$ cat src/rtl/wb_trap_ctrl_if.sv
// Bundle between writeback/CSR state and the trap controller.
// slave  : seen by wb_trap_ctrl (retire info + CSR values in, strobes/redirect out)
// master : seen by the driver of retire info / consumer of strobes
interface wb_trap_ctrl_if;
  logic        mem2wb_valid_ffout;
  logic        mem2wb_mret_ffout;
  logic        mem2wb_e_iam, mem2wb_e_ii, mem2wb_e_bk, mem2wb_e_lam, mem2wb_e_ecfm;
  logic        irq_ext, irq_tmr, irq_sw;
  logic [31:0] mstatus, mie, mip, mtvec, mepc;
  logic        wb2csrfile_exp, wb2csrfile_int, wb2csrfile_mret;
  logic        wb2csrfile_i_ms, wb2csrfile_i_mt, wb2csrfile_i_me;
  logic        wb2csrfile_e_iam, wb2csrfile_e_ii, wb2csrfile_e_bk;
  logic        wb2csrfile_e_lam, wb2csrfile_e_ecfm;
  logic        flush;
  logic        redirect_vld;
  logic [31:0] redirect_pc;

  modport slave (
    input  mem2wb_valid_ffout, mem2wb_mret_ffout,
           mem2wb_e_iam, mem2wb_e_ii, mem2wb_e_bk, mem2wb_e_lam, mem2wb_e_ecfm,
           irq_ext, irq_tmr, irq_sw, mstatus, mie, mip, mtvec, mepc,
    output wb2csrfile_exp, wb2csrfile_int, wb2csrfile_mret,
           wb2csrfile_i_ms, wb2csrfile_i_mt, wb2csrfile_i_me,
           wb2csrfile_e_iam, wb2csrfile_e_ii, wb2csrfile_e_bk,
           wb2csrfile_e_lam, wb2csrfile_e_ecfm,
           flush, redirect_vld, redirect_pc
  );

  modport master (
    output mem2wb_valid_ffout, mem2wb_mret_ffout,
           mem2wb_e_iam, mem2wb_e_ii, mem2wb_e_bk, mem2wb_e_lam, mem2wb_e_ecfm,
           irq_ext, irq_tmr, irq_sw, mstatus, mie, mip, mtvec, mepc,
    input  wb2csrfile_exp, wb2csrfile_int, wb2csrfile_mret,
           wb2csrfile_i_ms, wb2csrfile_i_mt, wb2csrfile_i_me,
           wb2csrfile_e_iam, wb2csrfile_e_ii, wb2csrfile_e_bk,
           wb2csrfile_e_lam, wb2csrfile_e_ecfm,
           flush, redirect_vld, redirect_pc
  );
endinterface

$ cat src/rtl/wb_trap_ctrl.sv
// Writeback-stage trap controller. Decides exception / interrupt / mret for
// the retiring instruction, emits one-hot CSR-file strobes (combinational,
// decision cycle only), a registered one-cycle fetch redirect and a pipeline
// flush that lasts FLUSH_CYC cycles, during which no new decision is made.
// Ports:
//   clk       core clock
//   cpurst_n  async active-low reset
//   bus       wb_trap_ctrl_if.slave (retire info, irq lines, CSRs in;
//             strobes, flush, redirect out)
module wb_trap_ctrl #(
  parameter int unsigned FLUSH_CYC = 2   // 1..15
) (
  input  logic               clk,
  input  logic               cpurst_n,
  wb_trap_ctrl_if.slave      bus
);

  typedef enum logic {IDLE, DRAIN} state_e;

  state_e      state_q, state_d;
  logic [3:0]  cnt_q, cnt_d;
  logic [2:0]  sync1_q, sync2_q;         // {sw, tmr, ext}
  logic        redirect_vld_q, redirect_vld_d;
  logic [31:0] redirect_pc_q, redirect_pc_d;

  logic        s_ext, s_tmr, s_sw;
  logic        p_me, p_mt, p_ms;
  logic        dec_en, exc_any, exc_take, int_take, mret_take, trap;
  logic [3:0]  int_code;
  logic [31:0] base, target;

  // Two-flop synchronizers for the asynchronous interrupt lines
  always_ff @(posedge clk or negedge cpurst_n) begin
    if (!cpurst_n) begin
      sync1_q <= '0;
      sync2_q <= '0;
    end else begin
      sync1_q <= {bus.irq_sw, bus.irq_tmr, bus.irq_ext};
      sync2_q <= sync1_q;
    end
  end

  assign s_ext = sync2_q[0];
  assign s_tmr = sync2_q[1];
  assign s_sw  = sync2_q[2];

  assign p_me = (s_ext | bus.mip[3])  & bus.mie[3];
  assign p_mt = (s_tmr | bus.mip[7])  & bus.mie[7];
  assign p_ms = (s_sw  | bus.mip[11]) & bus.mie[11];

  // Decisions only in IDLE on a valid retire. An eligible interrupt beats a
  // coincident mret; the mret simply retires again after the handler.
  assign dec_en    = (state_q == IDLE) & bus.mem2wb_valid_ffout;
  assign exc_any   = bus.mem2wb_e_iam | bus.mem2wb_e_ii | bus.mem2wb_e_bk |
                     bus.mem2wb_e_lam | bus.mem2wb_e_ecfm;
  assign exc_take  = dec_en & exc_any;
  assign int_take  = dec_en & ~exc_any & bus.mstatus[3] & (p_me | p_mt | p_ms);
  assign mret_take = dec_en & ~exc_any & ~int_take & bus.mem2wb_mret_ffout;
  assign trap      = exc_take | int_take | mret_take;

  // Strobes: priority-encoded to a single cause
  assign bus.wb2csrfile_exp    = exc_take;
  assign bus.wb2csrfile_int    = int_take;
  assign bus.wb2csrfile_mret   = mret_take;
  assign bus.wb2csrfile_e_iam  = exc_take & bus.mem2wb_e_iam;
  assign bus.wb2csrfile_e_ii   = exc_take & ~bus.mem2wb_e_iam & bus.mem2wb_e_ii;
  assign bus.wb2csrfile_e_bk   = exc_take & ~bus.mem2wb_e_iam & ~bus.mem2wb_e_ii &
                                 bus.mem2wb_e_bk;
  assign bus.wb2csrfile_e_lam  = exc_take & ~bus.mem2wb_e_iam & ~bus.mem2wb_e_ii &
                                 ~bus.mem2wb_e_bk & bus.mem2wb_e_lam;
  assign bus.wb2csrfile_e_ecfm = exc_take & ~bus.mem2wb_e_iam & ~bus.mem2wb_e_ii &
                                 ~bus.mem2wb_e_bk & ~bus.mem2wb_e_lam & bus.mem2wb_e_ecfm;
  assign bus.wb2csrfile_i_me   = int_take & p_me;
  assign bus.wb2csrfile_i_ms   = int_take & ~p_me & p_ms;
  assign bus.wb2csrfile_i_mt   = int_take & ~p_me & ~p_ms & p_mt;

  // Vectored target; the add wraps naturally at 32 bits
  assign int_code = p_me ? 4'd11 : (p_ms ? 4'd3 : 4'd7);
  assign base     = {bus.mtvec[31:2], 2'b00};
  always_comb begin
    target = bus.mepc;
    if (exc_take)      target = base;
    else if (int_take) target = base + {26'd0, int_code, 2'b00};
  end

  always_comb begin
    state_d        = state_q;
    cnt_d          = cnt_q;
    redirect_vld_d = trap;
    redirect_pc_d  = trap ? target : redirect_pc_q;
    case (state_q)
      IDLE: if (trap) begin
        state_d = DRAIN;
        cnt_d   = 4'(FLUSH_CYC);
      end
      DRAIN: if (cnt_q <= 4'd1) begin
        state_d = IDLE;
        cnt_d   = 4'd0;
      end else begin
        cnt_d   = cnt_q - 4'd1;
      end
      default: begin
        state_d = IDLE;
        cnt_d   = 4'd0;
      end
    endcase
  end

  always_ff @(posedge clk or negedge cpurst_n) begin
    if (!cpurst_n) begin
      state_q        <= IDLE;
      cnt_q          <= '0;
      redirect_vld_q <= 1'b0;
      redirect_pc_q  <= '0;
    end else begin
      state_q        <= state_d;
      cnt_q          <= cnt_d;
      redirect_vld_q <= redirect_vld_d;
      redirect_pc_q  <= redirect_pc_d;
    end
  end

  // flush follows the state flop so reset drops it without a clock edge
  assign bus.flush        = (state_q == DRAIN);
  assign bus.redirect_vld = redirect_vld_q;
  assign bus.redirect_pc  = redirect_pc_q;

  logic unused_csr;
  assign unused_csr = ^{bus.mstatus[31:4], bus.mstatus[2:0], bus.mie[31:12],
                        bus.mie[10:8], bus.mie[6:4], bus.mie[2:0], bus.mip[31:12],
                        bus.mip[10:8], bus.mip[6:4], bus.mip[2:0], bus.mtvec[1:0]};

endmodule

$ cat src/flat_wrapper.sv
// flat-port wrapper written by rule: the top's interface ports become plain ports
module wb_trap_ctrl_flat 
#(
  parameter int unsigned FLUSH_CYC = 2           
)
  (clk, cpurst_n, bus_mem2wb_valid_ffout, bus_mem2wb_mret_ffout, bus_mem2wb_e_iam, bus_mem2wb_e_ii, bus_mem2wb_e_bk, bus_mem2wb_e_lam, bus_mem2wb_e_ecfm, bus_irq_ext, bus_irq_tmr, bus_irq_sw, bus_mstatus, bus_mie, bus_mip, bus_mtvec, bus_mepc, bus_wb2csrfile_exp, bus_wb2csrfile_int, bus_wb2csrfile_mret, bus_wb2csrfile_i_ms, bus_wb2csrfile_i_mt, bus_wb2csrfile_i_me, bus_wb2csrfile_e_iam, bus_wb2csrfile_e_ii, bus_wb2csrfile_e_bk, bus_wb2csrfile_e_lam, bus_wb2csrfile_e_ecfm, bus_flush, bus_redirect_vld, bus_redirect_pc);
  wb_trap_ctrl_if bus_i ();
  input  logic clk;
  input  logic cpurst_n;
  input wire logic [$bits(bus_i.mem2wb_valid_ffout)-1:0] bus_mem2wb_valid_ffout;
  input wire logic [$bits(bus_i.mem2wb_mret_ffout)-1:0] bus_mem2wb_mret_ffout;
  input wire logic [$bits(bus_i.mem2wb_e_iam)-1:0] bus_mem2wb_e_iam;
  input wire logic [$bits(bus_i.mem2wb_e_ii)-1:0] bus_mem2wb_e_ii;
  input wire logic [$bits(bus_i.mem2wb_e_bk)-1:0] bus_mem2wb_e_bk;
  input wire logic [$bits(bus_i.mem2wb_e_lam)-1:0] bus_mem2wb_e_lam;
  input wire logic [$bits(bus_i.mem2wb_e_ecfm)-1:0] bus_mem2wb_e_ecfm;
  input wire logic [$bits(bus_i.irq_ext)-1:0] bus_irq_ext;
  input wire logic [$bits(bus_i.irq_tmr)-1:0] bus_irq_tmr;
  input wire logic [$bits(bus_i.irq_sw)-1:0] bus_irq_sw;
  input wire logic [$bits(bus_i.mstatus)-1:0] bus_mstatus;
  input wire logic [$bits(bus_i.mie)-1:0] bus_mie;
  input wire logic [$bits(bus_i.mip)-1:0] bus_mip;
  input wire logic [$bits(bus_i.mtvec)-1:0] bus_mtvec;
  input wire logic [$bits(bus_i.mepc)-1:0] bus_mepc;
  output wire logic [$bits(bus_i.wb2csrfile_exp)-1:0] bus_wb2csrfile_exp;
  output wire logic [$bits(bus_i.wb2csrfile_int)-1:0] bus_wb2csrfile_int;
  output wire logic [$bits(bus_i.wb2csrfile_mret)-1:0] bus_wb2csrfile_mret;
  output wire logic [$bits(bus_i.wb2csrfile_i_ms)-1:0] bus_wb2csrfile_i_ms;
  output wire logic [$bits(bus_i.wb2csrfile_i_mt)-1:0] bus_wb2csrfile_i_mt;
  output wire logic [$bits(bus_i.wb2csrfile_i_me)-1:0] bus_wb2csrfile_i_me;
  output wire logic [$bits(bus_i.wb2csrfile_e_iam)-1:0] bus_wb2csrfile_e_iam;
  output wire logic [$bits(bus_i.wb2csrfile_e_ii)-1:0] bus_wb2csrfile_e_ii;
  output wire logic [$bits(bus_i.wb2csrfile_e_bk)-1:0] bus_wb2csrfile_e_bk;
  output wire logic [$bits(bus_i.wb2csrfile_e_lam)-1:0] bus_wb2csrfile_e_lam;
  output wire logic [$bits(bus_i.wb2csrfile_e_ecfm)-1:0] bus_wb2csrfile_e_ecfm;
  output wire logic [$bits(bus_i.flush)-1:0] bus_flush;
  output wire logic [$bits(bus_i.redirect_vld)-1:0] bus_redirect_vld;
  output wire logic [$bits(bus_i.redirect_pc)-1:0] bus_redirect_pc;
  assign bus_i.mem2wb_valid_ffout = bus_mem2wb_valid_ffout;
  assign bus_i.mem2wb_mret_ffout = bus_mem2wb_mret_ffout;
  assign bus_i.mem2wb_e_iam = bus_mem2wb_e_iam;
  assign bus_i.mem2wb_e_ii = bus_mem2wb_e_ii;
  assign bus_i.mem2wb_e_bk = bus_mem2wb_e_bk;
  assign bus_i.mem2wb_e_lam = bus_mem2wb_e_lam;
  assign bus_i.mem2wb_e_ecfm = bus_mem2wb_e_ecfm;
  assign bus_i.irq_ext = bus_irq_ext;
  assign bus_i.irq_tmr = bus_irq_tmr;
  assign bus_i.irq_sw = bus_irq_sw;
  assign bus_i.mstatus = bus_mstatus;
  assign bus_i.mie = bus_mie;
  assign bus_i.mip = bus_mip;
  assign bus_i.mtvec = bus_mtvec;
  assign bus_i.mepc = bus_mepc;
  assign bus_wb2csrfile_exp = bus_i.wb2csrfile_exp;
  assign bus_wb2csrfile_int = bus_i.wb2csrfile_int;
  assign bus_wb2csrfile_mret = bus_i.wb2csrfile_mret;
  assign bus_wb2csrfile_i_ms = bus_i.wb2csrfile_i_ms;
  assign bus_wb2csrfile_i_mt = bus_i.wb2csrfile_i_mt;
  assign bus_wb2csrfile_i_me = bus_i.wb2csrfile_i_me;
  assign bus_wb2csrfile_e_iam = bus_i.wb2csrfile_e_iam;
  assign bus_wb2csrfile_e_ii = bus_i.wb2csrfile_e_ii;
  assign bus_wb2csrfile_e_bk = bus_i.wb2csrfile_e_bk;
  assign bus_wb2csrfile_e_lam = bus_i.wb2csrfile_e_lam;
  assign bus_wb2csrfile_e_ecfm = bus_i.wb2csrfile_e_ecfm;
  assign bus_flush = bus_i.flush;
  assign bus_redirect_vld = bus_i.redirect_vld;
  assign bus_redirect_pc = bus_i.redirect_pc;
  wb_trap_ctrl #(.FLUSH_CYC(FLUSH_CYC)) u_core (.clk(clk), .cpurst_n(cpurst_n), .bus(bus_i));
endmodule
$ cat config.mk
export PLATFORM = sky130hd
export DESIGN_NAME = wb_trap_ctrl_flat
export DESIGN_NICKNAME = d
export VERILOG_FILES = /design/src/rtl/wb_trap_ctrl_if.sv /design/src/rtl/wb_trap_ctrl.sv /design/src/flat_wrapper.sv
export SDC_FILE = /design/constraint.sdc
export NUM_CORES = 1
export LEC_CHECK = 0
export ABC_AREA = 1
export CAP_MARGIN = 30
export CORE_MARGIN = 2
export CORE_UTILIZATION = 40
export CTS_CLUSTER_DIAMETER = 150
export CTS_CLUSTER_SIZE = 10
export DETAILED_ROUTE_END_ITERATION = 10
export PLACE_DENSITY = 0.86
export SYNTH_ARGS = -nofsm -noshare
export SYNTH_HDL_FRONTEND = slang
export SYNTH_SLANG_ARGS = --single-unit
$ cat constraint.sdc
create_clock -name clk -period 4.9 [get_ports clk]
set_clock_uncertainty 0.1 [all_clocks]
set_input_delay 0.49 -clock clk [delete_from_list [all_inputs] [get_ports clk]]
set_output_delay 0.49 -clock clk [all_outputs]
set_load 0.03 [all_outputs]
==> results of run 1 <==
per-stage QoR:
step                instance area (um^2)  setup slack (ns)  std cells  hold slack (ns)  total power (W)
floorplan                           3510              2.21        574           0.0944          0.00129
global placement                    4800              1.53        795            0.233          0.00170
detailed placement                  4820              1.50        796            0.235          0.00175
CTS                                 4910              1.50        804          0.00600          0.00200
global route                        4910              1.38        804           0.0147          0.00213
finish                              4910              1.51        804          0.00694          0.00199
cells in the final DEF (no fill, tap or decap), types with 3 or more instances in the layout:
| master | n |
|---|---|
| a21oi_1 | 38 |
| clkbuf_8 | 6 |
| clkdlybuf4s50_1 | 124 |
| clkinv_1 | 3 |
| dfrtp_1 | 44 |
| ha_1 | 5 |
| inv_1 | 62 |
| inv_2 | 5 |
| nand2_1 | 204 |
| nand2_2 | 4 |
| nand3_1 | 46 |
| nand3b_1 | 11 |
| nand4_1 | 6 |
| nor2_1 | 90 |
| nor3_1 | 4 |
| o21ai_0 | 9 |
| o21ai_1 | 8 |
| xor2_1 | 5 |
logic make-up (layout without fill, tap and decap cells):
| group | Yosys count | after routing | share of synthesized area |
|---|---|---|---|
| buffers and inverters | 84 | 206 | 0.107 |
| xor gates and xnor gates | 7 | 7 | 0.0174 |
| adders and majority gates | 5 | 5 | 0.0178 |
| and+or+nand+nor | 371 | 371 | 0.449 |
| AOI/OAI and AO/OA | 63 | 63 | 0.0958 |
| DFF | 44 | 44 | 0.313 |
worst max-delay path: stages:
cell and delay (ns):
clkdlybuf4s50_1 0.52, nor2_1 0.09, nand3_1 0.10, nand2_2 0.33, inv_2 0.15, buf_4 0.35, clkdlybuf4s50_1 0.74
state kept, by name, indices dropped and copies added, names as in the netlist:
register	flops
u_core.bus.redirect_pc	32
u_core.cnt_q	4
u_core.sync1_q	3
u_core.sync2_q	3
u_core.bus.flush	1
u_core.bus.redirect_vld	1
path summary, 6_finish.rpt:
| kind | start | to | slack [ns] | cells after the start |
|---|---|---|---|---|
| min in group clk | u_core.sync1_q[2] | u_core.sync2_q[2] | 0.25 | 0 |
| hold reg to reg | u_core.sync1_q[2] | u_core.sync2_q[2] | 0.25 | 0 |
| setup / recovery | bus_mem2wb_e_iam | bus_wb2csrfile_exp | 1.51 | 7 |
| setup reg to reg | u_core.bus.flush | u_core.cnt_q[2] | 2.26 | 8 |
| hold / removal | cpurst_n | u_core.bus.redirect_pc[31] | 0.007 | 1 |
| max in group asynchronous | cpurst_n | u_core.cnt_q[0] | 4.19 | 2 |
routing by layer:
| metal | track usage | part of all wire |
|---|---|---|
| met5 | 0 | 0 |
| met2 | 0.405 | 0.47 |
| met3 | 0.0315 | 0.050 |
| met4 | 0.0556 | 0.012 |
| met1 | 0.334 | 0.47 |
power groups by stage:
stage | logic [W] | registers (W) | clock network (W)
finish | 0.00114 | 0.000598 | 0.000253
global placement | 0.00111 | 0.000593 | 0
floorplan | 0.000445 | 0.000849 | 0
CTS | 0.00115 | 0.000596 | 0.000259
global route | 0.00124 | 0.000615 | 0.000275
detailed placement | 0.00114 | 0.000601 | 0
layout make-up:
cell class,instances,area (um^2),share of cell area
Tap cell,108,135,0.0275
Clock inverter,2,13.8,0.00280
Inverter,71,269,0.0547
Multi-Input combinational cell,446,2040,0.415
Sequential cell,44,1100,0.224
Timing Repair Buffer,127,1270,0.259
Clock buffer,6,82.6,0.0168
==> metrics, run 1 <==
Mapped Cells 574; Lkg Pwr 2.32 nW; final antenna-violating net count 0; fmax 0.295 GHz; Boundary Pins 217; nets@finish 872; most common cell in the netlist nand2_1; HPWL after DPL 9130 um; status finished clean; Internal 0.00108 W; Post-Syn Nets 751; crit end category output port; post-layout util 0.569; cts hold-fix bufs 0; GP Congestion 0.893; worst-margin pin slew 0.587 ns; # port buffers 125; crit path DAT 2.80 ns; WS Path Type input pin to output port; share of layout cells above drive strength 1 0.0431; antenna violations before repair 0; GRT Total Usage 0.241; Setup TNS 0 ns; yosys warns 0; Hold WC Path Type input pin to asynchronous set/reset pin; CTS Root Cell clkbuf_8; Clk pwr share 0.127; worst-path fanout max 35; CTS Sinks 44; filler instances 888; total grt overflow 0; initial DRC count 168; Clock Latency Late Sink 0.30 ns; antenna cells 0; Resized Gates After CTS 0; #FFs+latches synth 44; combinational power share 0.573; vias in the first global route 3,857; post-synthesis async set-or-reset flop share 1.00; Area Growth Syn to Fin 39.8%; Tcrit/Tclk final 0.693; final wirelength 11,500 um; Crit path required time 4.31 ns; Pins Over Slew Limit 0; Starting Density 0.407; largest net degree at the start of global routing 52; DIE HEIGHT 97.7 um; per-cell routed wire length 14.3 um; RSZ-0062 raised after global routing no; crit path time final 3.39 ns; Hold Fails Final Rpt 0; max_cap viols 0; Mean Syn Cell Area 6.12 um^2; htree depth 2; clk buf depth 2; CTS Buf Count 5; number of setup buffers added after CTS 0; register clock-pin slew on the reported worst setup and hold paths 0.09 ns; sequential share of power 0.300; die area 9550 um^2; core area 8640 um^2; Commonest cells post-synth 204 x nand2_1, 90 x nor2_1, 62 x inv_1; NetSw 0.000915 W; number of flops mapped to enable cells by yosys 0; Vias 3,994; Via density 4.97; VDD IR-drop max 0.235 mV; Sw Share 0.459; synthesized cell area 3510 um^2; Pwr Density 406 nW/um^2; Yosys top cell area share 0.313; Max transition margin 0.609; clock tree from TritonCTS built; sequential cell area fraction in the yosys report 0.313; Main synth FF type dfrtp_1; first-pass GRT wire length 18,800 um; Synth area leader dfrtp_1; 1st-pass router iterations 5; Worst setup SP type input pin; # rows 34; final-report setup violation count 0; Unique masters post-synth 33; drt drc 0; width of the die 97.7 um; synth top area cells dfrtp_1 31%, nand2_1 22%, nor2_1 9.6%
Note: power is estimated with default switching activity, not from simulation.
==> run 2: changes to the inputs <==
--- a/config.mk
+++ b/config.mk
@@ -8,11 +8,11 @@
 export ABC_AREA = 1
 export CAP_MARGIN = 30
 export CORE_MARGIN = 2
-export CORE_UTILIZATION = 40
+export CORE_UTILIZATION = 38
 export CTS_CLUSTER_DIAMETER = 150
 export CTS_CLUSTER_SIZE = 10
 export DETAILED_ROUTE_END_ITERATION = 10
-export PLACE_DENSITY = 0.86
+export PLACE_DENSITY = 0.82
 export SYNTH_ARGS = -nofsm -noshare
 export SYNTH_HDL_FRONTEND = slang
 export SYNTH_SLANG_ARGS = --single-unit
==> constraint.sdc (replaced) <==
create_clock -name clk -period 3.25 [get_ports clk]
set_clock_uncertainty 0.1 [all_clocks]
set_input_delay 0.325 -clock clk [delete_from_list [all_inputs] [get_ports clk]]
set_output_delay 0.325 -clock clk [all_outputs]
set_load 0.03 [all_outputs]
==> metrics, run 2 (synthesis results as in run 1) <==
antenna cells 0 (unchanged); width of the die 100 um (+2.5%); clk buf depth 2 (unchanged); Clk pwr share 0.125 (-0.002); combinational power share 0.580 (+0.007); Area Growth Syn to Fin 40.7%; leading cell types in the layout, fill and taps excluded 204 x nand2_1, 121 x clkdlybuf4s50_1, 90 x nor2_1; share of layout cells above drive strength 1 0.0486 (+0.00554); Vias 4,045 (+1.3%); Tcrit/Tclk final 0.892; Power, Total 0.00301 W (+51%); NetSw 0.00137 W (+50%); Routed met3 length 839 um (+47%); Resized Gates After CTS 0 (unchanged); Hold WC Path Type register to register; CTS Buf Count 5 (unchanged); # port buffers 125 (unchanged); Worst setup SP type input pin; final-report setup violation count 0 (unchanged); GRT Total Usage 0.250 (+0.00829); post-layout util 0.543 (-0.0261); Clock Latency Late Sink 0.31 ns (about the same); nets@finish 875 (+0.34%); antenna violations before repair 0 (unchanged); Lkg Pwr 2.34 nW (+0.70%); die area 10,000 um^2 (+5.0%); DIE HEIGHT 100 um (+2.5%); 1st-pass router iterations 4 (-1); clock tree from TritonCTS built; fmax 0.345 GHz; total grt overflow 0 (unchanged); register clock-pin slew on the reported worst setup and hold paths 0.08 ns (about the same); Via density 4.99 (+0.53%); Hold Fails Final Rpt 0 (unchanged); drt drc 0 (unchanged); htree depth 2 (unchanged); status finished clean; Pwr Density 610 nW/um^2 (+50%); crit end category output port; initial DRC count 160 (-4.8%); Internal 0.00164 W (+52%); VDD IR-drop max 0.253 mV (+7.7%); largest net degree at the start of global routing 35 (-33%); final wirelength 12,000 um (+4.8%); Sw Share 0.455 (-0.00341); # rows 35 (+2.9%); commonest non-fill, non-tap cell in the layout nand2_1; final worst slack 0.351 ns (-1.15 ns); Largest register FFs 32 (unchanged); CTS Sinks 44 (unchanged); Setup TNS 0 ns (unchanged); GP Congestion 0.877 (-1.8%); worst slack at placement 0.357 ns (-1.14 ns); HPWL after DPL 9620 um (+5.4%); WS Path Type input pin to output port; Crit path required time 2.82 ns (-1.49 ns); RSZ-0062 raised after global routing no; worst-margin pin slew 0.587 ns (+0.000349 ns); max_cap viols 0 (unchanged); met1 WL 5570 um (+3.5%); first-pass GRT wire length 19,800 um (+5.7%); CTS Root Cell clkbuf_8; Pins Over Slew Limit 0 (unchanged); Max transition margin 0.608 (about the same); crit path DAT 2.47 ns (-0.33 ns); routed wl met2 5500 um (+2.5%); crit path time final 2.90 ns; per-cell routed wire length 14.8 um (+4.0%); Boundary Pins 217 (unchanged); worst-path fanout max 10 (-71%); vias in the first global route 4,004 (+3.8%); Starting Density 0.386 (-0.0211); final antenna-violating net count 0 (unchanged); sequential share of power 0.295 (-0.005); top layer in use met4; core area 9110 um^2 (+5.5%)
==> run 2: timing repair <==
| item | 4_1_cts | 5_1_grt |
|---|---|---|
| setup buffers | 0 | 0 |
| hold buffers | 1 | 0 |
| endpoints found under the hold margin | 14 | 0 |
==> run 2: through the flow <==
step	instances	hold slack, ns	area [um^2]
floorplan	574	-0.0706	3510
global placement	800	0.234	4820
detailed placement	801	0.182	4840
CTS	810	0.255	4940
global route	810	0.260	4940
finish	810	0.254	4940
==> run 2: layout make-up <==
| cell class | instances | area (um^2) |
|---|---|---|
| fill | 916 | 4160 |
| multi-input combinational | 446 | 2040 |
| timing repair buffer | 130 | 1300 |
| sequential | 44 | 1100 |
| inverter | 71 | 269 |
| tap | 111 | 139 |
| clock buffer | 7 | 86.3 |
| clock inverter | 1 | 7.51 |
==> run 2: metal layers <==
layer  global-route usage  up-vias
met5                    0        -
li1                     -     2057
met3               0.0439       10
met4               0.0506        0
met2                0.410      144
met1                0.346     1834
==> run 2: final timing paths <==
kind	slack, ns	startpoint	cells past startpoint	to
max in group asynchronous	2.15	cpurst_n	3	u_core.bus.redirect_pc[5]
setup / recovery	0.35	bus_mem2wb_e_bk	7	bus_wb2csrfile_int
hold reg to reg	0.25	u_core.sync1_q[0]	0	u_core.sync2_q[0]
setup reg to reg	0.79	u_core.sync2_q[2]	12	u_core.bus.redirect_pc[24]
hold / removal	0.25	u_core.sync1_q[0]	0	u_core.sync2_q[0]
min in group asynchronous	0.39	cpurst_n	2	u_core.bus.redirect_pc[23]
==> run 2: critical path: stages <==
cell and delay (ns):
clkdlybuf4s50_1 0.45, nor2_1 0.25, nand4_4 0.19, nor2_4 0.20, nand2_1 0.11, nand2_2 0.22, clkdlybuf4s50_1 0.73
==> run 2: power groups by stage <==
stage	clock network [W]	registers, W	logic [W]
floorplan	0	0.00128	0.000670
global placement	0	0.000889	0.00171
detailed placement	0	0.000899	0.00175
CTS	0.000386	0.000890	0.00176
global route	0.000411	0.000919	0.00191
finish	0.000377	0.000888	0.00175
==> run 3: changes to the inputs <==
--- a/config.mk
+++ b/config.mk
@@ -7,12 +7,12 @@
 export LEC_CHECK = 0
 export ABC_AREA = 1
 export CAP_MARGIN = 30
-export CORE_MARGIN = 2
-export CORE_UTILIZATION = 38
+export CORE_UTILIZATION = 39
+export CTS_BUF_LIST = sky130_fd_sc_hd__clkbuf_4 sky130_fd_sc_hd__clkbuf_8
 export CTS_CLUSTER_DIAMETER = 150
 export CTS_CLUSTER_SIZE = 10
 export DETAILED_ROUTE_END_ITERATION = 10
-export PLACE_DENSITY = 0.82
+export PLACE_DENSITY = 0.84
 export SYNTH_ARGS = -nofsm -noshare
 export SYNTH_HDL_FRONTEND = slang
 export SYNTH_SLANG_ARGS = --single-unit
==> metrics, run 3 (synthesis results as in run 1) <==
status finished clean; crit end category output port; largest net degree at the start of global routing 35 (unchanged); Crit path required time 2.82 ns (about the same); RSZ-0062 raised after global routing no; Via density 5.01 (+0.40%); DIE HEIGHT 96.9 um (-3.2%); leading cell types in the layout, fill and taps excluded 204 x nand2_1, 121 x clkdlybuf4s50_1, 90 x nor2_1; Final Cell Area 4960 um^2 (+0.25%); commonest non-fill, non-tap cell in the layout nand2_1; WHS Path Cells 0 (unchanged); first-pass GRT wire length 19,400 um (-2.2%); Clock Latency Late Sink 0.31 ns (about the same); clock tree from TritonCTS built; dpl cells 799 (-0.25%); Pins Over Slew Limit 0 (unchanged); final antenna-violating net count 0 (unchanged); Pwr Density 620 nW/um^2 (+1.8%); Tcrit/Tclk final 0.927 (+0.0349); final wirelength 11,600 um (-3.3%); Max transition margin 0.598 (-0.0109); fmax 0.332 GHz (-3.8%); Vias 4,051 (+0.15%); critical path's slowest cell clkdlybuf4s50_1; post-placement cell area 4830 um^2 (-0.18%); per-cell routed wire length 14.4 um (-3.0%); HPWL after DPL 9210 um (-4.3%); fin cells 808 (-0.25%); Lkg Pwr 2.35 nW (+0.52%); width of the die 96.9 um (-3.2%); number of cells on the critical path 7 (unchanged); Area Growth Syn to Fin 41.0%; drt drc 0 (unchanged); total grt overflow 0 (unchanged); slowest stage delay, CP 0.73 ns (about the same); Worst setup SP type input pin; CP cell instances clkdlybuf4s50_1 > nor2_1 > nand4_4 > nor2_1 > inv_2 > nor2_1 > clkdlybuf4s50_1; die area 9400 um^2 (-6.4%); VDD IR-drop max 0.364 mV (+44%); register clock-pin slew on the reported worst setup and hold paths 0.09 ns (about the same); Top cell by count, worst path nor2_1; Resized Gates After CTS 0 (unchanged); family with the most delay on the worst path buffers and inverters; clk buf depth 2 (unchanged); final-report setup violation count 0 (unchanged); Largest register FFs 32 (unchanged); CTS Root Cell clkbuf_8; worst-margin pin slew 0.604 ns (+0.0163 ns); Buf/Inv on CP 3 (+1); crit path DAT 2.59 ns (+0.12 ns); # port buffers 125 (unchanged); R2R cell count 12 (unchanged); vias in the first global route 3,936 (-1.7%); Setup TNS 0 ns (unchanged); worst-path fanout max 3 (-7); antenna cells 0 (unchanged); Hold WC Path Type register to register; Boundary Pins 217 (unchanged); GRT Total Usage 0.256 (+0.00678); htree depth 2 (unchanged); WS Path Type input pin to output port; # rows 34 (-2.9%); 1st-pass router iterations 4 (unchanged); Starting Density 0.403 (+0.0172); core area 8720 um^2 (-4.3%); max_cap viols 0 (unchanged); crit path time final 3.01 ns (+0.114 ns); CTS Sinks 44 (unchanged); GP Congestion 0.900 (+2.6%); Hold Fails Final Rpt 0 (unchanged); share of layout cells above drive strength 1 0.0514 (+0.00279); antenna violations before repair 0 (unchanged); nets@finish 876 (+0.11%); filler instances 859 (-6.2%); CTS Buf Count 5 (unchanged); number of setup buffers added after CTS 0 (unchanged); initial DRC count 153 (-4.4%)
[run 3: cell count changes in the layout (fill, tap and decap cells not counted)]
cell and delta:
buf_4 +2, buf_12 -1, bufinv_16 +1, clkbuf_8 -1, inv_6 +1, clkbuf_1 -1
[run 3: worst paths after layout]
check                                  start                         end  slack, ns
min in group asynchronous           cpurst_n  u_core.bus.redirect_pc[16]       0.39
setup / recovery             bus_mem2wb_e_bk         bus_wb2csrfile_mret       0.24
setup reg to reg           u_core.sync2_q[2]   u_core.bus.redirect_pc[8]       0.80
hold / removal             u_core.sync1_q[1]           u_core.sync2_q[1]       0.26
hold reg to reg            u_core.sync1_q[1]           u_core.sync2_q[1]       0.26
max in group asynchronous           cpurst_n  u_core.bus.redirect_pc[10]       2.15
[run 3: worst reg2reg max path, delay by kind of cell (launching register included)]
kind	cells	cell delay, ns
and+or+nand+nor	6	0.94
DFF	1	0.37
AOI/OAI and AO/OA	3	0.45
buffers and inverters	1	0.07
adders and majority gates	1	0.27
xor gates and xnor gates	1	0.18
[run 3: layer usage]
metal / track usage / wire (um) / vias up
li1: - / - / 2053
met1: 0.359 / 5500 / 1836
met2: 0.426 / 5300 / 157
met3: 0.0376 / 748 / 5
met4: 0.0402 / 72 / 0
met5: 0 / 0 / -
[run 3: through the flow]
stage                     setup WS, ns   util  hold WS (ns)  total power, W
after floorplan                  0.729      -       -0.0706         0.00195
after global placement           0.293  0.552         0.234         0.00258
after detailed placement         0.257  0.554         0.200         0.00264
after CTS                        0.253  0.568         0.259         0.00309
after global routing             0.124  0.568         0.266         0.00329
final                            0.237  0.568         0.257         0.00308
[run 3: cell type report]
| class | instances | area [um^2] | area share |
|---|---|---|---|
| Clock buffer | 5 | 68.8 | 0.0139 |
| Clock inverter | 3 | 46.3 | 0.00934 |
| Inverter | 71 | 269 | 0.0543 |
| Multi-Input combinational cell | 446 | 2040 | 0.411 |
| Sequential cell | 44 | 1100 | 0.222 |
| Tap cell | 108 | 135 | 0.0273 |
| Timing Repair Buffer | 131 | 1300 | 0.262 |
[run 3: timing repair]
item / 4_1_cts / 5_1_grt
hold buffers: 1 / 0
hold endpoints to repair: 16 / 0
endpoints found under the setup margin: 0 / 0
[run 3: where the power goes]
part	switching [W]	internal, W	leakage (nW)
registers	0.000128	0.000769	0.515
clock network	0.000216	0.000232	0.0548
logic	0.00104	0.000689	1.78
total	0.00138	0.00169	2.35
